$ cat config.mk
export PLATFORM = sky130hd
export DESIGN_NAME = digital_clock_p
export DESIGN_NICKNAME = d
export VERILOG_FILES = /design/src/rtl/digital_clock_pkg.sv /design/src/rtl/tick_gen.sv /design/src/rtl/digital_clock_p.sv
export SDC_FILE = /design/constraint.sdc
export NUM_CORES = 1
export LEC_CHECK = 0
export CORE_AREA = 8 8 86 88
export DETAILED_ROUTE_END_ITERATION = 8
export DIE_AREA = 0 0 94 96
export PLACE_DENSITY_LB_ADDON = 0.1
export SLEW_MARGIN = 20
export SYNTH_ARGS = -nofsm -noshare
export SYNTH_HDL_FRONTEND = slang
export SYNTH_SLANG_ARGS = --single-unit
$ cat constraint.sdc
create_clock -name clk -period 6.7 [get_ports clk]
set_clock_uncertainty 0.2 [all_clocks]
set_input_delay 1.34 -clock clk [delete_from_list [all_inputs] [get_ports clk]]
set_output_delay 1.34 -clock clk [all_outputs]
set_load 0.05 [all_outputs]
$ cat src/rtl/digital_clock_pkg.sv
// Shared time-of-day limits, field widths and helpers for the digital clock.
package digital_clock_pkg;

   localparam int SEC_W  = 6;
   localparam int MIN_W  = 6;
   localparam int HOUR_W = 5;

   localparam logic [SEC_W-1:0]  SEC_MAX  = 6'd59;
   localparam logic [MIN_W-1:0]  MIN_MAX  = 6'd59;
   localparam logic [HOUR_W-1:0] HOUR_MAX = 5'd23;
   localparam logic [HOUR_W-1:0] HOUR_12  = 5'd12;

   typedef struct packed {
      logic [HOUR_W-1:0] hour;
      logic [MIN_W-1:0]  minute;
      logic [SEC_W-1:0]  sec;
   } tod_t;

   function automatic logic tod_valid(input tod_t t);
      return (t.hour <= HOUR_MAX) && (t.minute <= MIN_MAX) && (t.sec <= SEC_MAX);
   endfunction

   function automatic logic tod_is_last(input tod_t t);
      return (t.hour == HOUR_MAX) && (t.minute == MIN_MAX) && (t.sec == SEC_MAX);
   endfunction

   // One-second advance with seconds -> minutes -> hours carry chain.
   function automatic tod_t tod_inc(input tod_t t);
      tod_t n;
      n = t;
      if (t.sec == SEC_MAX) begin
         n.sec = '0;
         if (t.minute == MIN_MAX) begin
            n.minute = '0;
            n.hour   = (t.hour == HOUR_MAX) ? '0 : t.hour + HOUR_W'(1);
         end else begin
            n.minute = t.minute + MIN_W'(1);
         end
      end else begin
         n.sec = t.sec + SEC_W'(1);
      end
      return n;
   endfunction

endpackage

$ cat src/rtl/tick_gen.sv
// Seconds prescaler: free-running 0..CLK_FREQ_HZ-1 counter, tick while at terminal count.
module tick_gen #(
   parameter int CLK_FREQ_HZ = 125_000_000
) (
   input  logic clk,
   input  logic rst,
   input  logic clr,
   output logic tick
);

   localparam int              CW   = $clog2(CLK_FREQ_HZ);
   localparam logic [CW-1:0]   LAST = CW'(CLK_FREQ_HZ - 1);

   logic [CW-1:0] r_cnt;

   always_ff @(posedge clk or negedge rst) begin
      if (!rst) begin
         r_cnt <= '0;
      end else if (clr || (r_cnt == LAST)) begin
         r_cnt <= '0;
      end else begin
         r_cnt <= r_cnt + CW'(1);
      end
   end

   assign tick = (r_cnt == LAST);

endmodule

$ cat src/rtl/digital_clock_p.sv
// 24 h time-of-day clock with validated load, 12/24 h display and optional alarm.
module digital_clock_p
   import digital_clock_pkg::*;
#(
   parameter int CLK_FREQ_HZ = 125_000_000,
   parameter bit ALARM_EN    = 1'b1
) (
   input  logic              clk,
   input  logic              rst,
   input  logic              set_valid,
   input  logic [HOUR_W-1:0] set_hour,
   input  logic [MIN_W-1:0]  set_min,
   input  logic [SEC_W-1:0]  set_sec,
   input  logic              mode_12h,
   input  logic              alarm_on,
   input  logic [HOUR_W-1:0] alarm_hour,
   input  logic [MIN_W-1:0]  alarm_min,
   output logic [SEC_W-1:0]  sec,
   output logic [MIN_W-1:0]  minute,
   output logic [HOUR_W-1:0] hour,
   output logic [HOUR_W-1:0] disp_hour,
   output logic              pm,
   output logic              tick,
   output logic              day_roll,
   output logic              set_err,
   output logic              alarm_hit
);

   tod_t              r_tod;
   tod_t              w_tod_set;
   tod_t              w_tod_inc;
   logic              w_tick;
   logic              w_set_ok;
   logic              w_load;
   logic              w_adv;
   logic              r_day_roll;
   logic              r_set_err;
   logic [HOUR_W-1:0] w_hour_mod;

   assign w_tod_set = {set_hour, set_min, set_sec};
   assign w_tod_inc = tod_inc(r_tod);
   assign w_set_ok  = tod_valid(w_tod_set);
   assign w_load    = set_valid && w_set_ok;
   // Any set request, accepted or rejected, swallows a coincident tick.
   assign w_adv     = w_tick && !set_valid;

   tick_gen #(
      .CLK_FREQ_HZ(CLK_FREQ_HZ)
   ) u_tick_gen (
      .clk  (clk),
      .rst  (rst),
      .clr  (w_load),
      .tick (w_tick)
   );

   always_ff @(posedge clk or negedge rst) begin
      if (!rst) begin
         r_tod      <= '0;
         r_day_roll <= 1'b0;
         r_set_err  <= 1'b0;
      end else begin
         r_day_roll <= w_adv && tod_is_last(r_tod);
         r_set_err  <= set_valid && !w_set_ok;
         if (w_load) begin
            r_tod <= w_tod_set;
         end else if (w_adv) begin
            r_tod <= w_tod_inc;
         end
      end
   end

   generate
      if (ALARM_EN) begin : g_alarm
         logic r_alarm_hit;
         logic w_alarm_match;

         assign w_alarm_match = alarm_on
                             && (alarm_hour <= HOUR_MAX) && (alarm_min <= MIN_MAX)
                             && (w_tod_inc.hour == alarm_hour)
                             && (w_tod_inc.minute == alarm_min)
                             && (w_tod_inc.sec == '0);

         always_ff @(posedge clk or negedge rst) begin
            if (!rst) begin
               r_alarm_hit <= 1'b0;
            end else begin
               r_alarm_hit <= w_adv && w_alarm_match;
            end
         end

         assign alarm_hit = r_alarm_hit;
      end else begin : g_no_alarm
         assign alarm_hit = 1'b0;
      end
   endgenerate

   always_comb begin
      w_hour_mod = r_tod.hour;
      if (r_tod.hour >= HOUR_12) begin
         w_hour_mod = r_tod.hour - HOUR_12;
      end
      disp_hour = r_tod.hour;
      pm        = 1'b0;
      if (mode_12h) begin
         pm        = (r_tod.hour >= HOUR_12);
         disp_hour = (w_hour_mod == '0) ? HOUR_12 : w_hour_mod;
      end
   end

   assign sec      = r_tod.sec;
   assign minute   = r_tod.minute;
   assign hour     = r_tod.hour;
   assign tick     = w_tick;
   assign day_roll = r_day_roll;
   assign set_err  = r_set_err;

endmodule

### After elaboration in Yosys (flattened, before gate mapping)

Cells that the tools add are included.

* output and inout bits: 27
* bits of input ports: 33
* register bits: 47

* magnitude comparators: 6
* multiplexer cells: 12
* $add $sub $neg: 5
* eq/ne operators: 6
* reduce and logical (&&, ||, !) cells: 20

Operator list (number)
* $mux 17: 2
* $add 27x1->27 const B: 1
* $eq 27x27->1 const B: 1
* $mux 27: 1
* $mux 5: 5
* $le 6x6->1 const B: 3
* $logic_and 1x1->1: 14
* $add 6x1->6 const B: 2
* $eq 6x6->1 const B: 2
* $mux 6: 2
* $mux 11: 1
* $le 5x5->1 const B: 2
* $eq 6x6->1: 1
* $logic_not 6->1: 1
* $add 5x1->5 const B: 1
* $eq 5x5->1: 1
* $eq 5x5->1 const B: 1
* $ge 5x4->1 const B: 1
* $logic_not 5->1: 1
* $sub 5x4->5 const B: 1
* $logic_not 1->1: 2
* $reduce_bool 2->1: 1
* $logic_or 1x1->1: 1
* $mux 1: 1

### Depth between registers and ports, before layout

* depth in word-level cells: 9
* mapped depth: 9

### Cells and area by module

Synthesis repeated with hierarchy kept, for this count alone.

* cell total of the unflattened synthesis: 403
* area, all modules: 3462.1 µm²

By module, submodules not included
* digital_clock_p: area each 1983.2 µm², instances 1, cells each 244
* tick_gen: area each 1478.9 µm², instances 1, cells each 159

### Worst setup path after synthesis

No wires, ideal clock.

* path type: in2out
* from: input mode_12h
* to: output disp_hour[4]
* path buffers: 0
* cell stages on the path: 3
* required time: 5.160 ns
* data arrival time: 2.817 ns
* slack: 2.343 ns
* cell sequence: inv_1 -> or3_1 -> o21ai_0

* cells in the longest elaborated chain, start to end: 1

RTL lines
* start: declaration: line digital_clock_p.sv:14 `input logic mode_12h,`
* $mux 5: line digital_clock_p.sv:104 `if (mode_12h) begin`
* end: declaration: line digital_clock_p.sv:21 `output logic [HOUR_W-1:0] disp_hour,`

No other way between the ends.

### Worst setup path after layout

Same ends and word-level chain as after synthesis.

==> results.cfg <==
[power]
power_density_nw_per_um2 = 206
pwr-share-clk = 0.219
combPwrFrac = 0.365
p_sw_frac = 0.413
peakVddDrop_v = 0.000135
p_switching_mw = 0.349
leakage_nw = 1.65
seqPwrFrac = 0.416
internal_power_mw = 0.496

[worst_setup_path]
slowest_delay_ns = 0.82
critPathRequiredTime_ns = 5.16
criticalPathCategory = in -> out
cpMostUsedCell = clkdlybuf4s50_1
critPathBufInv = 3
crit_family = buffers and inverters
cp.arrival_ns = 3.33
end_kind = primary output
crit_slowest_cell = clkdlybuf4s50_1
startpoint_type = primary input
crit_chain = clkdlybuf4s50_1 -> inv_1 -> or3_1 -> o21ai_0 -> clkdlybuf4s50_1
path_max_fanout = 5

[synthesis]
synth_mux_area_frac = 0.00627
yosys-top-cells-area = dfrtp_1, nor2_1, xnor2_1
synth_top_family_by_area = simple AND/OR/NAND/NOR gates
synth_common_cells = nor2_1, dfrtp_1, nand2_1
synthFlopType = dfrtp_1
synth_top_cell_by_area = dfrtp_1
syn-instance-count = 410
yosys.cell_types.count = 61
ys_warn_count = 0
netlist_area_um2 = 3390
yosys_register_bits = 47
synth_fp_nets = 451
synthAdderAreaFrac = 0.0295
seq_area_frac_synth = 0.347
synth_xor_area_frac = 0.0904
syn_avg_cell_area_um2 = 8.27
synth-compound-area-share = 0.167
async_reset_ff_frac = 1.00
synth-edff-count = 0
yosysMostFrequentCell = nor2_1
yosysTopAreaCellShare = 0.347
synthSimpleGateAreaFrac = 0.315

[sta]
slew_headroom = 0.505
slew_violations = 0
min_period_ns = 4.87
grt_setup_unrepaired = false
finalSetupViolCount = 0
fin_setup_tns_ns = 0
fin_crit_sh = 0.726
final_hold_viol_count = 0
worstMarginPinSlew_ns = 0.736
max_freq_ghz = 0.205

[detailed_routing]
vias = 3289
ant_nets = 0
drt_wl_total_um = 9560
dr.pass1.iters = 5
dr.first_iter.drc_count = 273
vias_per_cell = 6.15
wl_per_cell_um = 17.9
drc = 0

[global_route]
grt_pass1_vias = 3186
antenna_found_initial = 0
grtUsageTotal = 0.219
grt_overflow = 0
grt_max_degree = 48
grt_pass1_wl_um = 15700

[run_status]
outcome = finished clean

[cells_and_area]
final_area_um2 = 4090
antenna_cells = 0
regArea_um2 = 1180
drive_above_1_share = 0.0611
multi_input_area_um2 = 2070
fillers = 536
area_growth_pct = 20.7
layout.nets = 498

[clock_network]
numCtsBuffers = 5
cts_tree = done
clkTransAtPathRegs_ns = 0.10
root_buffer = clkbuf_8
clock_latency_ns = 0.31
cts_max_path_buffers = 2
clkSinkCount = 47
htreeDepth = 2
cts_resized = 0
post_cts_buffers = 0
cts_hold_buf = 0

[floorplanning]
die-area_um2 = 9020
rows = 29
die_height_um = 96
core_area_um2 = 6100
fp.dieW_um = 94
io_pins = 60
start_util = 0.556

[placement]
finalWeightedCongestion = 0.962
placed_area_um2 = 4000
io_buffers = 59
dp_hpwl_um = 7030

[hold_path]
min_path_type = reg -> reg

[flow_run]
maxCapViolations = 0
[cell families (layout without fill, tap and decap cells)]
| family | after synthesis | in the layout |
|---|---|---|
| AO/OA/AOI/OAI | 82 | 82 |
| adder cells (fa/ha/maj) | 8 | 8 |
| flip-flops | 47 | 47 |
| multiplexers | 2 | 2 |
| buffers and inverters | 36 | 84 |
| AND/OR/NAND/NOR | 200 | 200 |
| XOR/XNOR | 35 | 35 |
[through the flow]
step                      power (mW)  cells  utilization  worst slack (ns)  hold slack (ns)
final                          0.845    535        0.671              1.83            0.296
after global routing           0.888    535        0.671              1.74            0.336
after CTS                      0.847    535        0.671              1.83            0.307
after detailed placement       0.663    527        0.656              1.83            0.293
after global placement         0.659    527        0.656              1.87            0.272
after floorplan                0.556    410            -              2.34            0.255
[worst paths after layout]
path                                startpoint  cells after the start  slack, ns             endpoint
setup / recovery                      mode_12h                      5       1.83         disp_hour[4]
hold / removal             u_tick_gen.r_cnt[0]                      1       0.30  u_tick_gen.r_cnt[0]
setup reg to reg                        sec[0]                      7       3.45            alarm_hit
hold reg to reg            u_tick_gen.r_cnt[0]                      1       0.30  u_tick_gen.r_cnt[0]
max in group asynchronous                  rst                      2       4.95              hour[3]
min in group asynchronous                  rst                      2       0.92            minute[5]
[flip-flops by register name, summed over array words and instances (netlist names)]
register,cells
alarm_hit,1
day_roll,1
hour,5
minute,6
sec,6
set_err,1
u_tick_gen.r_cnt,27
[worst reg2reg max path, stage by stage (launching register included)]
cell and delay [ns]:
dfrtp_1 0.46, ha_1 0.38, nand2b_2 0.20, nor2_1 0.59
mux2_2 0.42, a2111oi_2 0.41, o2111ai_1 0.20, nor4_2 0.30
[layout make-up]
class	instances	area share
inverters	15	0.0138
well taps	77	0.0235
repair buffers	61	0.147
clock inverters	3	0.00550
multi-input cells	327	0.506
clock buffers	5	0.0168
flip-flops and latches	47	0.287
[routing by layer]
layer / up-vias / global-route usage / wire [um]
met5: - / 0 / 0
met1: 1580 / 0.271 / 4030
met3: 22 / 0.0452 / 658
li1: 1573 / - / -
met2: 114 / 0.369 / 4670
met4: 0 / 0.0806 / 199
[power by group through the flow]
stage	combinational, mW	sequential (mW)	clock [mW]
final	0.308	0.352	0.185
after global routing	0.332	0.357	0.199
after detailed placement	0.307	0.356	0
after CTS	0.309	0.350	0.188
after floorplan	0.173	0.383	0
after global placement	0.305	0.354	0
[cell usage in the layout, fill, tap and decap left out, types with 3 or more instances in the layout]
cell type / count
a21o_1: 5
xnor2_1: 18
and3_1: 13
nor3_1: 14
inv_1: 15
nand3b_1: 3
a221oi_1: 4
or3_1: 9
o22ai_1: 3
xor2_1: 17
clkdlybuf4s50_1: 58
nor4_1: 6
a22o_1: 3
a31oi_1: 8
clkbuf_8: 5
nand2_1: 37
dfrtp_1: 47
ha_1: 8
o21ai_0: 18
nand4_1: 10
a311oi_1: 4
nor2_1: 59
nand3_1: 18
nand2b_1: 5
o211ai_1: 3
a21oi_1: 15
and2_1: 4
(Power assumes the default switching activity.)
